$ cat config.mk
export PLATFORM = sky130hd
export DESIGN_NAME = multicycle_sequencer
export DESIGN_NICKNAME = d
export VERILOG_FILES = /design/src/rtl/multicycle_sequencer.sv
export SDC_FILE = /design/constraint.sdc
export NUM_CORES = 1
export LEC_CHECK = 0
export ABC_AREA = 1
export BUFFER_PORTS_ARGS = -buffer_cell sky130_fd_sc_hd__buf_2
export CELL_PAD_IN_SITES_DETAIL_PLACEMENT = 1
export CELL_PAD_IN_SITES_GLOBAL_PLACEMENT = 1
export CORE_MARGIN = 2
export CORE_UTILIZATION = 25
export CTS_CLUSTER_DIAMETER = 100
export CTS_CLUSTER_SIZE = 10
export DETAILED_ROUTE_END_ITERATION = 10
export PLACE_DENSITY = 0.67
export SYNTH_ARGS = -nofsm -noshare
export SYNTH_HDL_FRONTEND = slang
export SYNTH_SLANG_ARGS = --single-unit
$ cat constraint.sdc
create_clock -name clk -period 1.5 [get_ports clk]
set_input_delay 0.075 -clock clk [delete_from_list [all_inputs] [get_ports clk]]
set_output_delay 0.075 -clock clk [all_outputs]
set_load 0.02 [all_outputs]
$ cat src/rtl/multicycle_sequencer.sv
// Multi-cycle instruction sequencer: FETCH/DECODE/EXECUTE/MEM/WRITEBACK with PC,
// memory ready handshakes, wait-state timeout and halt. Optional stall counter: SEQ_STALL_COUNT_EN.
//
// state      | meaning
// -----------+---------------------------------------------------------------
// FETCH      | IM read in flight, waiting for im_ready
// DECODE     | regfile operand read, halt check
// EXECUTE    | alu cycle; branches resolve the next pc here
// MEM        | DM access in flight, waiting for dm_ready
// WRITEBACK  | regfile write, then advance pc
// HALT       | halt instruction decoded; parked until rst
// ERROR      | memory wait timed out; parked until rst
module multicycle_sequencer #(
    parameter int PC_WIDTH    = 10,
    parameter int RESET_PC    = 0,
    parameter int MEM_TIMEOUT = 15
) (
    input  logic                clk,
    input  logic                rst,
    input  logic                is_load,
    input  logic                is_store,
    input  logic                is_branch,
    input  logic                branch_taken,
    input  logic [PC_WIDTH-1:0] branch_target,
    input  logic                halt,
    input  logic                im_ready,
    input  logic                dm_ready,
    output logic                IM_enable,
    output logic                IM_read,
    output logic                IM_write,
    output logic                DM_enable,
    output logic                DM_read,
    output logic                DM_write,
    output logic                enable_fetch,
    output logic                enable_execute,
    output logic                enable_writeback,
    output logic [PC_WIDTH-1:0] pc,
    output logic                halted,
    output logic                mem_error
`ifdef SEQ_STALL_COUNT_EN
    ,
    output logic [31:0]         stall_cycles
`endif
);

    localparam bit TIMEOUT_EN = (MEM_TIMEOUT > 0);
    localparam int CW = (MEM_TIMEOUT > 0) ? $clog2(MEM_TIMEOUT + 1) : 1;
    localparam logic [CW-1:0] CNT_LIMIT = CW'(MEM_TIMEOUT);
    localparam logic [PC_WIDTH-1:0] PC_INIT = PC_WIDTH'(RESET_PC);

    typedef enum logic [2:0] {
        S_FETCH,
        S_DECODE,
        S_EXECUTE,
        S_MEM,
        S_WRITEBACK,
        S_HALT,
        S_ERROR
    } state_t;

    state_t          state;
    logic [CW-1:0]   wait_cnt;
    logic            timeout_hit;
    logic [CW-1:0]   wait_cnt_inc;
    logic [PC_WIDTH-1:0] pc_inc;

    assign timeout_hit  = TIMEOUT_EN && (wait_cnt == CNT_LIMIT);
    // With the timeout disabled the counter is never needed, so it stays parked at 0.
    assign wait_cnt_inc = TIMEOUT_EN ? (wait_cnt + CW'(1)) : wait_cnt;
    assign pc_inc       = pc + PC_WIDTH'(1);

    always_ff @(posedge clk) begin
        if (rst) begin
            state    <= S_FETCH;
            pc       <= PC_INIT;
            wait_cnt <= '0;
        end else begin
            case (state)
                S_FETCH: begin
                    if (im_ready) begin
                        state <= S_DECODE;
                    end else if (timeout_hit) begin
                        state <= S_ERROR;
                    end else begin
                        wait_cnt <= wait_cnt_inc;
                    end
                end
                S_DECODE: begin
                    state <= halt ? S_HALT : S_EXECUTE;
                end
                S_EXECUTE: begin
                    if (is_load || is_store) begin
                        state    <= S_MEM;
                        wait_cnt <= '0;
                    end else if (is_branch) begin
                        state    <= S_FETCH;
                        wait_cnt <= '0;
                        pc       <= branch_taken ? branch_target : pc_inc;
                    end else begin
                        state <= S_WRITEBACK;
                    end
                end
                S_MEM: begin
                    if (dm_ready) begin
                        if (is_load) begin
                            state <= S_WRITEBACK;
                        end else begin
                            state    <= S_FETCH;
                            wait_cnt <= '0;
                            pc       <= pc_inc;
                        end
                    end else if (timeout_hit) begin
                        state <= S_ERROR;
                    end else begin
                        wait_cnt <= wait_cnt_inc;
                    end
                end
                S_WRITEBACK: begin
                    state    <= S_FETCH;
                    wait_cnt <= '0;
                    pc       <= pc_inc;
                end
                S_HALT:  state <= S_HALT;
                S_ERROR: state <= S_ERROR;
                default: state <= S_ERROR;
            endcase
        end
    end

    // Strobes come from the registered state; rst masks them in the cycle it is asserted.
    always_comb begin
        IM_enable        = 1'b0;
        IM_read          = 1'b0;
        DM_enable        = 1'b0;
        DM_read          = 1'b0;
        DM_write         = 1'b0;
        enable_fetch     = 1'b0;
        enable_execute   = 1'b0;
        enable_writeback = 1'b0;
        halted           = 1'b0;
        mem_error        = 1'b0;
        if (!rst) begin
            case (state)
                S_FETCH: begin
                    IM_enable = 1'b1;
                    IM_read   = 1'b1;
                end
                S_DECODE:    enable_fetch = 1'b1;
                S_EXECUTE:   enable_execute = 1'b1;
                S_MEM: begin
                    DM_enable = 1'b1;
                    DM_read   = is_load;
                    DM_write  = is_store & ~is_load;
                end
                S_WRITEBACK: enable_writeback = 1'b1;
                S_HALT:      halted = 1'b1;
                S_ERROR:     mem_error = 1'b1;
                default: ;
            endcase
        end
    end

    assign IM_write = 1'b0;

`ifdef SEQ_STALL_COUNT_EN
    logic stalling;
    assign stalling = ((state == S_FETCH) && !im_ready) || ((state == S_MEM) && !dm_ready);

    always_ff @(posedge clk) begin
        if (rst) begin
            stall_cycles <= '0;
        end else if (stalling && (stall_cycles != '1)) begin
            stall_cycles <= stall_cycles + 32'd1;
        end
    end
`endif

endmodule

-- Word level (Yosys, flattened, before mapping)
Index checks and enable logic that the tools add are counted.
- register bits: 17
- bits of input ports: 19
- output and inout port bits: 21
- logic and storage cells: 66
- add/subtract/negate cells: 2
- equal/unequal tests: 14
- muxes and demuxes: 39
- bitwise logic cells: 2
- reductions and logical operators: 6
- operators by type and width (operator ; count):
    $mux W10 ; 5
    $pmux W10 S3 ; 1
    $mux W4 ; 6
    $mux W3 ; 7
    $mux W1 ; 18
    $pmux W3 S6 ; 1
    $pmux W4 S4 ; 1
    $add A10 B1 Y10 const B ; 1
    $ne A2 B2 Y1 const B ; 5
    $eq A3 B3 Y1 const B ; 3
    $eq A3 B2 Y1 const B ; 2
    $ne A3 B3 Y1 const B ; 2
    $reduce_and A5 Y1 ; 1
    $add A4 B1 Y4 const B ; 1
    $eq A4 B4 Y1 const B ; 1
    $reduce_and A4 Y1 ; 1
    $reduce_bool A4 Y1 ; 1
    $eq A3 B1 Y1 const B ; 1
    $logic_not A3 Y1 ; 1
    $reduce_bool A3 Y1 ; 1
    $and A1 B1 Y1 ; 1
    $logic_or A1 B1 Y1 ; 1
    $not A1 Y1 ; 1

-- Logic depth before layout (Yosys ltp)
Gate-level depths: netlist (run 1).
- word-level depth: 5
- gate-level depth with buffers: 9
- depth with buffers taken out: 9

-- Worst setup path after synthesis (run 1)
OpenSTA, ideal clock, no wires.
- path type: reg-to-reg
- from: register pc[0]
- to: register pc[8]
- setup time: 132 ps
- arrival: 1230 ps
- data required time: 1368 ps
- path slack: 138 ps
- cell stages (with the launch flop): 9
- buffers on the path: 0
- period minus slack after synthesis: 1362 ps
- cell sequence: dfxtp_1 > ha_1 > nand2_1 > nor2_1 > nand2_1 > nand2_1 > nand3_1 > nand3_2 > a21oi_1
- cells in the longest elaborated chain, start to end: 5
- elaborated cells between the ends (all ways): 7
- those cells by class: 1 x add/sub; 6 x mux
- ends and longest elaborated chain (item ; RTL line ; source):
    from (decl) ; 37 ; output logic [PC_WIDTH-1:0] pc,
    from (signal assigned) ; 98 ; pc <= branch_taken ? branch_target : pc_inc;
    from (signal assigned) ; 110 ; pc <= pc_inc;
    from (signal assigned) ; 121 ; pc <= pc_inc;
    $add A10 B1 Y10 (*) ; 70 ; assign pc_inc = pc + PC_WIDTH'(1);
    $mux W10 ; 98 ;
    $mux W10 ; 95 ; end else if (is_branch) begin
    $mux W10 ; 92 ; if (is_load || is_store) begin
    $pmux W10 S3 (*) ; 78 ; case (state)
Mark *: on every way between the ends. The rest lies on a longest branch, timed or not. The select of a mux whose other input is x is not followed.
A chain may end at the register's enable or synchronous reset.

-- Worst setup path after layout (run 1)
- from: register state[2]
- to: output port DM_write
- cells in the longest elaborated chain, start to end: 3
- ends and longest elaborated chain (item ; RTL line ; source):
    from (decl) ; 61 ; state_t state;
    from (signal assigned) ; 89 ; state <= halt ? S_HALT : S_EXECUTE;
    $eq A3 B2 Y1 ; 143 ; case (state)
    $mux W1 ; 143 ;
    $mux W1 ; 142 ; if (!rst) begin
    to (decl) ; 33 ; output logic DM_write,
No other way between the ends.

==> impl_metrics.ini, run 1 <==
[timing]
clock.fmax_ghz = 0.706
fin_crit_sh_pct = 94.5
hold_viol = 0
fin_crit_ns = 1.42
setup_tns_ns = 0
setup_ws_ns = 0.0826
rsz0062_at_grt = true
slew_viol_final = 0
setup_violations = 0
skew_ns = 0.00190

[worst_setup_path]
cp.arrival_ns = 1.34
rrSetupSlack_ns = 0.13
r2r_end = pc[4]
end_kind = output pin
crit_type = register to output pin
cp.required_ns = 1.42
r2r_cells = 9
startpoint_type = register
r2r_start = state[1]
cp_max_fo = 4

[detailed_routing]
dr.pass1.iters = 4
detail_route.iter0.violations = 42
finalWirelength_um = 4170
vias_per_cell = 4.53
detail_route.wl_per_cell_um = 12.1
via_count = 1564
drc = 0
antenna_left = 0

[logic_synthesis]
synth_area_leaders = dfxtp_1 (25%), nand2_1 (14%), nor2_1 (10%)
synth_warnings = 0
synth_most_common_cell = nand2_1
synth_compound_area_share_pct = 11.3
syn-num-nets = 241
synthArstFlopShare_pct = 0
synth_xor_area_share_pct = 1.31
synth-simple-area-share_pct = 48.4
synthMuxAreaShare_pct = 0
synth_top_area_share_pct = 25.5
synthCells = 220
avgSynthCellArea_um2 = 6.07
seq_area_frac_synth_pct = 25.5
ys_top_cells_by_count = nand2_1 (51), nor2_1 (36), inv_1 (24)
synth_cell_type_count = 32
synthFlopType = dfxtp_1
synth_edf_count = 0
synth_top_family_by_area = simple AND/OR/NAND/NOR gates
synth_top_cell_by_area = dfxtp_1
synthAdderAreaFrac_pct = 1.87
syn-cell-area_um2 = 1340
synth-seq-cells = 17

[grt]
grt.total_usage_pct = 14.5
antenna_found_initial = 0
grt_first_pass_wirelength_um = 7230
grt_pass1_vias = 1595
gr-total-overflow = 0
grt_max_degree = 21

[power_and_ir_drop]
internal-power_mw = 1.00
total_power_mw = 1.66
p_sw_mw = 0.660
pwr-share-clk_pct = 21.8
seqPwrFrac_pct = 35.4
pwr_density_cell_nw_per_um2 = 910
switching_share_pct = 39.7
leakage_nw = 0.871
combinationalPowerShare_pct = 42.8
peakVddDrop_uv = 377

[worst_hold_path]
whs_endpoint = pc[1]
hp-class = input pin to register
holdPathStages = 5
hp-start = branch_target[1]

[final_layout]
drive_above_1_share_pct = 37.1
final_util_pct = 35.5
n_antenna_cell = 0
num-fill-cells = 713
nets = 297
area_delta_synth_final_pct = 36.6

[clock_tree]
cts_buffers = 3
cts_tree = yes
hold_buffers = 0
clockRootBuffer = clkbuf_8
worstSkewPairLatency_ns = 0.26
cts_buffer_depth = 2
ctsHtreeMaxLevel = 1
cts.reportedPaths.clkPinSlew_ns = 0.07
cts.sinks = 17

[die]
pin_count = 40
initial_utilization_pct = 26.0
die_x_um = 77.1
dieArea_um2 = 5950
die_y_um = 77.1
fp-row-count = 26
core_um2 = 5140

[placed_design]
hpwl_um = 3370
preCtsSetupSlack_ns = -0.122
portBuffers = 38
place.gp.congestion = 0.777

[run_status]
status = completed

[flow_run]
drv_cap = 0
==> timing repair <==
item / CTS / global route
pin swaps: 1 / 3
gates resized for setup: 2 / 18
endpoints found under the setup margin: 11 / 17
buffers inserted: 2 / 0
==> power by group through the flow <==
stage,registers (mW),clock network (mW),logic [mW]
after global placement,0.589,0,0.664
final,0.589,0.362,0.711
after floorplan,0.619,0,0.412
after CTS,0.584,0.374,0.701
after global routing,0.598,0.396,0.802
after detailed placement,0.592,0,0.678
==> cell families (layout without fill, tap and decap cells) <==
group | Yosys count | count (layout)
adder cells (fa/ha/maj) | 2 | 2
AO/OA/AOI/OAI | 27 | 27
flip-flops | 17 | 17
buffers and inverters | 35 | 90
XOR/XNOR | 2 | 2
other | 1 | 1
AND/OR/NAND/NOR | 136 | 136
==> per-layer routing <==
| layer | track usage, % | part of all wire, % | up-vias |
|---|---|---|---|
| li1 | - | - | 814 |
| met1 | 18.0 | 46 | 721 |
| met2 | 26.1 | 50 | 25 |
| met3 | 2.82 | 3.6 | 4 |
| met4 | 2.68 | 0.60 | 0 |
| met5 | 0 | 0 | - |
==> flip-flops by register name (all words and copies together), names as in the netlist <==
register / flops
pc: 10
wait_cnt: 4
state: 3
==> cell usage in the layout (no fill, tap or decap), types with 2 or more instances in the layout <==
cell,count
nand2_2,7
dfxtp_1,13
nand3b_1,3
nor2_2,5
o21ai_1,6
ha_1,2
buf_4,22
nor3_1,5
o21ai_0,7
nand4_1,3
inv_1,24
dfxtp_4,2
nand3_2,8
nand2_1,48
dfxtp_2,2
nand3_1,14
or2_2,6
buf_2,37
a21oi_1,8
inv_2,3
clkbuf_8,3
nor2_1,32
nor2_4,2
==> worst max-delay path: stages, from the launching register on <==
cell     delay, ns
dfxtp_2       0.34
inv_2         0.08
nand3_1       0.14
buf_4         0.18
nor4_1        0.14
buf_2         0.20
==> worst max path at each step <==
stage / startpoint / to / slack, ns
floorplan: pc[0] / pc[8] / 0.14
global placement: state[1] / pc[9] / -0.02
detailed placement: state[1] / pc[3] / -0.12
CTS: state[2] / wait_cnt[1] / 0.02
global route: state[2] / DM_write / -0.003
finish: state[2] / DM_write / 0.08
==> metrics by stage <==
step / std cells / hold slack [ns] / instance area (µm²)
floorplan: 220 / 0.236 / 1340
finish: 345 / 0.144 / 1830
detailed placement: 339 / 0.417 / 1710
CTS: 345 / 0.142 / 1770
global route: 345 / 0.185 / 1830
global placement: 339 / 0.421 / 1710
==> area by class of cell <==
class / count / area, µm² / area share [%]
timing repair buffer: 59 / 350 / 19.2
clock buffer: 3 / 41.3 / 2.26
inverter: 27 / 101 / 5.55
multi-input combinational: 168 / 890 / 48.7
clock inverter: 1 / 5.00 / 0.274
tap: 70 / 87.6 / 4.80
sequential: 17 / 350 / 19.2
(Power assumes the default switching activity.)
==> run 2, diff against run 1 <==
--- a/config.mk
+++ b/config.mk
@@ -5,7 +5,6 @@
 export SDC_FILE = /design/constraint.sdc
 export NUM_CORES = 1
 export LEC_CHECK = 0
-export ABC_AREA = 1
 export BUFFER_PORTS_ARGS = -buffer_cell sky130_fd_sc_hd__buf_2
 export CELL_PAD_IN_SITES_DETAIL_PLACEMENT = 1
 export CELL_PAD_IN_SITES_GLOBAL_PLACEMENT = 1
@@ -14,7 +13,7 @@
 export CTS_CLUSTER_DIAMETER = 100
 export CTS_CLUSTER_SIZE = 10
 export DETAILED_ROUTE_END_ITERATION = 10
-export PLACE_DENSITY = 0.67
+export PLACE_DENSITY = 0.63
 export SYNTH_ARGS = -nofsm -noshare
 export SYNTH_HDL_FRONTEND = slang
 export SYNTH_SLANG_ARGS = --single-unit
==> run 2 against run 1 <==
Net effect: the run now ends with setup timing left; final cell count shrank 11%; count of clock-buffer cells in the layout is the same; sequential share of layout area shrank 4.4 points; critical path depth is the same; highest routed layer unchanged; worst setup slack lost 0.14 ns; clock power grew 2%; combinational power grew 26%; largest cell class unchanged; routed wire length grew 25%; synthesized cell count shrank 25%; core utilization grew 9.8 points; non-clock buffer count grew 20.
==> impl_metrics.ini, run 2 <==
[placed_design]
place.gp.congestion = 0.898
numPlacedInstances = 294
preCtsSetupSlack_ns = -0.182
portBuffers = 38
hpwl_um = 3370

[detailed_routing]
vias_per_cell = 5.23
detail_route.wl_per_cell_um = 17.0
via_count = 1599
detail_route.iter0.violations = 86
antenna_left = 0
dr.pass1.iters = 4
drc = 0
finalWirelength_um = 5210

[worst_setup_path]
crit_type = register to output pin
cp.arrival_ns = 1.48
startpoint_type = register
slowest_stage = dfxtp_2
path_cells = buf_6 -> buf_8 -> buf_4 -> nor3_1 -> buf_2
slowest_delay_ns = 0.34
cp.required_ns = 1.42
cp_max_fo = 10
end_kind = output pin

[logic_synthesis]
seq_area_frac_synth_pct = 25.0
ys_top_cells_by_count = dfxtp_1 (17), nand2b_1 (15), a221oi_1 (11)
synth_area_leaders = dfxtp_1 (25%), a221oi_1 (7.1%), nand2b_1 (6.9%)
synth_most_common_cell = dfxtp_1
synth_edf_count = 0
synthAdderAreaFrac_pct = 1.84
synthArstFlopShare_pct = 0
synth-seq-cells = 17
synth_top_area_share_pct = 25.0
synth_top_cell_by_area = dfxtp_1
synth_warnings = 0
synthFlopType = dfxtp_1
syn-cell-area_um2 = 1360
avgSynthCellArea_um2 = 8.19
synthCells = 166
synth-simple-area-share_pct = 29.6
syn-num-nets = 187
synth_cell_type_count = 46
synthMuxAreaShare_pct = 5.89
synth_xor_area_share_pct = 0
synth_compound_area_share_pct = 28.4
synth_top_family_by_area = simple AND/OR/NAND/NOR gates

[timing]
slew_viol_final = 0
clock.fmax_ghz = 0.642
rsz0062_at_grt = true
hold_viol = 0
skew_ns = 0.0112
fin_crit_sh_pct = 104
setup_violations = 13
setup_ws_ns = -0.0578
fin_crit_ns = 1.56
whs_ns = 0.0660

[clock_tree]
clockRootBuffer = clkbuf_8
cts_buffer_depth = 2
hold_buffers = 0
worstSkewPairLatency_ns = 0.27
cts_tree = yes
cts_buffers = 3
cts.reportedPaths.clkPinSlew_ns = 0.08
ctsHtreeMaxLevel = 1
cts.sinks = 17

[final_layout]
regMostFlops = pc
area_delta_synth_final_pct = 72.4
multi_input_area_um2 = 1260
n_antenna_cell = 0
fin_cells = 306
largest_reg_flops = 10
top_regs = pc: 10 flops, wait_cnt: 4 flops, state: 3 flops
final-seq-area_um2 = 347
final_cell_mix = buf_2 (36), buf_4 (32), nand2b_1 (13)
num-fill-cells = 607
final_common_cell = buf_2
drive_above_1_share_pct = 60.6
nets = 258

[die]
core_um2 = 5170
fp-row-count = 26
die_y_um = 77.7
initial_utilization_pct = 26.3
pin_count = 40
die_x_um = 77.7
dieArea_um2 = 6040

[power_and_ir_drop]
pwr_density_cell_nw_per_um2 = 766
peakVddDrop_uv = 279
combinationalPowerShare_pct = 49.9
p_sw_mw = 0.693
pwr-share-clk_pct = 20.5
switching_share_pct = 38.6
leakage_nw = 0.949
total_power_mw = 1.79
internal-power_mw = 1.10
seqPwrFrac_pct = 29.6

[worst_hold_path]
hp-class = input pin to register

[grt]
grt_pass1_vias = 1674
grt_first_pass_wirelength_um = 8380
gr-total-overflow = 0
grt.total_usage_pct = 17.4
grt_max_degree = 16
antenna_found_initial = 0

[run_status]
violations = setup timing
status = finished with violations

[flow_run]
drv_cap = 0
[run 2: layout make-up]
class                      count  share of cell area (%)
multi-input combinational    131                    53.6
timing repair buffer          79                    25.1
sequential                    17                    14.8
tap                           70                    3.74
clock buffer                   3                    1.76
inverter                       5                   0.801
clock inverter                 1                   0.214
[run 2: per-stage QoR]
stage / setup TNS (ns) / cell area (µm²) / utilization (%)
floorplan: -0.682 / 1410 / -
CTS: -0.311 / 2160 / 41.7
global route: -1.33 / 2340 / 45.3
detailed placement: -1.48 / 1850 / 35.8
finish: -0.500 / 2340 / 45.3
global placement: -0.989 / 1850 / 35.8
[run 2: routing by layer]
metal	GRT usage, %	vias up	share of wire (%)
li1	-	783	-
met1	21.9	781	44
met2	29.2	27	51
met3	2.79	8	3.0
met4	7.50	0	1.8
met5	0	-	0
[run 2: cells by family (layout without fill, tap and decap cells)]
logic type | after synthesis | after routing
other cells | 1 | 1
compound gates | 46 | 48
flops | 17 | 17
buf+inv | 20 | 88
fa+ha+maj | 2 | 2
simple gates | 72 | 72
mux | 8 | 8
[run 2: critical path, delay by kind of cell, from the launching register on]
family                 cells  cell delay, ns
buffers and inverters      4            0.62
flip-flops                 1            0.34
AND/OR/NAND/NOR            1            0.25
[run 2: final timing paths]
path,from,to,slack (ns),cells past startpoint
setup / recovery,state[0],enable_writeback,-0.06,5
hold / removal,branch_target[1],pc[1],0.07,3
setup reg to reg,state[2],pc[9],-0.06,5
hold reg to reg,pc[9],pc[9],0.54,2
[run 2: power groups by stage]
stage / combinational, mW / clock [mW] / sequential (mW)
6_report: 0.895 / 0.368 / 0.530
2_1_floorplan: 0.387 / 0 / 0.561
5_1_grt: 0.956 / 0.407 / 0.535
3_5_place_dp: 0.636 / 0 / 0.533
4_1_cts: 0.785 / 0.375 / 0.526
3_3_place_gp: 0.629 / 0 / 0.532
[run 2: timing repair]
action,in CTS,in global routing
buffers inserted,1,3
pin swaps,11,6
setup endpoints to repair,20,21
resized for setup,41,25
gates cloned,3,1
==> run 3, diff against run 2 <==
--- a/config.mk
+++ b/config.mk
@@ -8,12 +8,15 @@
 export BUFFER_PORTS_ARGS = -buffer_cell sky130_fd_sc_hd__buf_2
 export CELL_PAD_IN_SITES_DETAIL_PLACEMENT = 1
 export CELL_PAD_IN_SITES_GLOBAL_PLACEMENT = 1
+export CORE_ASPECT_RATIO = 0.8
 export CORE_MARGIN = 2
 export CORE_UTILIZATION = 25
+export CTS_BUF_LIST = sky130_fd_sc_hd__clkbuf_16
 export CTS_CLUSTER_DIAMETER = 100
 export CTS_CLUSTER_SIZE = 10
 export DETAILED_ROUTE_END_ITERATION = 10
 export PLACE_DENSITY = 0.63
+export SKIP_CTS_REPAIR_TIMING = 1
 export SYNTH_ARGS = -nofsm -noshare
 export SYNTH_HDL_FRONTEND = slang
 export SYNTH_SLANG_ARGS = --single-unit
==> run 3 against run 2 <==
Net effect: the run still ends with setup timing left; core utilization decreased by 1.4 points; via count is 2.9% lower; routed wire length fell by 2.8%; hold slack improved by 0.029 ns; final area is 4.0% lower; maximum frequency decreased by 1.8%; global-route usage decreased by 2.8 points; sequential power rose by 0.8%; critical path depth up 3; sequential share of layout area rose by 0.73 points; critical path type is now register to register; highest routed layer unchanged.
==> impl_metrics.ini, run 3 (synthesis gave the netlist of run 2 again) <==
[final_layout]
regMostFlops = pc
top_regs = pc: 10 flops, wait_cnt: 4 flops, state: 3 flops
multi_input_area_um2 = 1110
area_delta_synth_final_pct = 65.5
largest_reg_flops = 10
final_common_cell = buf_2
final-seq-area_um2 = 349
final_cell_mix = buf_2 (36), buf_4 (35), nand2b_1 (13)
n_antenna_cell = 0
final_util_pct = 43.9
drive_above_1_share_pct = 55.9
nets = 260
num-fill-cells = 616

[timing]
clock.fmax_ghz = 0.630
whs_ns = 0.0950
fin_crit_sh_pct = 106
setup_ws_ns = -0.0867
slew_viol_final = 0
hold_viol = 0
setup_violations = 12
rsz0062_at_grt = true
skew_ns = 0.00197
fin_crit_ns = 1.59

[die]
core_um2 = 5120
initial_utilization_pct = 26.5
die_y_um = 69.9
die_x_um = 86.4
pin_count = 40
fp-row-count = 23
dieArea_um2 = 6040

[worst_setup_path]
cp_max_fo = 9
crit_type = register to register
end_kind = register
startpoint_type = register
cp.arrival_ns = 1.71
cp.required_ns = 1.63

[detailed_routing]
via_count = 1552
antenna_left = 0
drc = 0
finalWirelength_um = 5070
dr.pass1.iters = 4
detail_route.iter0.violations = 86
detail_route.wl_per_cell_um = 16.9
vias_per_cell = 5.17

[run_status]
status = finished with violations
violations = setup timing

[placed_design]
portBuffers = 38
hpwl_um = 3380
preCtsSetupSlack_ns = -0.215
place.gp.congestion = 0.798

[clock_tree]
worstSkewPairLatency_ns = 0.25
cts.sinks = 17
cts.reportedPaths.clkPinSlew_ns = 0.05
cts_buffers = 3
clockRootBuffer = clkbuf_16
cts_buffer_depth = 2
ctsHtreeMaxLevel = 1
cts_tree = yes

[grt]
grt.total_usage_pct = 14.6
grt_first_pass_wirelength_um = 7190
grt_pass1_vias = 1432
antenna_found_initial = 0
grt_max_degree = 24
gr-total-overflow = 0

[flow_run]
drv_cap = 0

[power_and_ir_drop]
peakVddDrop_uv = 392
total_power_mw = 1.91
pwr_density_cell_nw_per_um2 = 848
leakage_nw = 0.942

[worst_hold_path]
hp-class = input pin to register
## run 3: power by group
part	switching (mW)	total, mW	internal [mW]
clock network	0.191	0.549	0.357
logic	0.425	0.823	0.398
registers	0.0387	0.534	0.496
total	0.655	1.91	1.25
## run 3: layout make-up
class	instances	area share, %
clock inverter	1	0.223
multi-input combinational	130	49.3
inverter	5	0.835
timing repair buffer	82	27.3
clock buffer	3	3.34
tap	62	3.45
sequential	17	15.5
## run 3: final timing paths
check             cells after the start     to  slack (ns)        startpoint
setup / recovery                      8  pc[8]       -0.09          state[2]
hold / removal                        3  pc[1]         0.1  branch_target[1]
setup reg to reg                      8  pc[8]       -0.09          state[2]
hold reg to reg                       2  pc[9]        0.49             pc[9]
## run 3: critical path: stages (launching register included)
cell,delay [ns]
dfxtp_2,0.33
buf_6,0.10
nand3b_1,0.13
nand3_2,0.10
buf_12,0.16
buf_12,0.14
buf_4,0.13
a221oi_2,0.25
o32ai_1,0.11
## run 3: per-stage QoR
step / setup TNS [ns] / instances / instance area (µm²)
6_report: -0.456 / 300 / 2250
5_1_grt: -1.53 / 300 / 2250
4_1_cts: -2.08 / 285 / 1900
3_5_place_dp: -1.79 / 281 / 1820
3_3_place_gp: -1.05 / 281 / 1820
2_1_floorplan: -0.682 / 166 / 1410
## run 3: routing by layer
metal | track usage (%) | part of all wire, %
met2 | 21.9 | 48
met5 | 0 | 0
met1 | 22.0 | 50
met3 | 2.36 | 2.5
met4 | 2.60 | 0.38
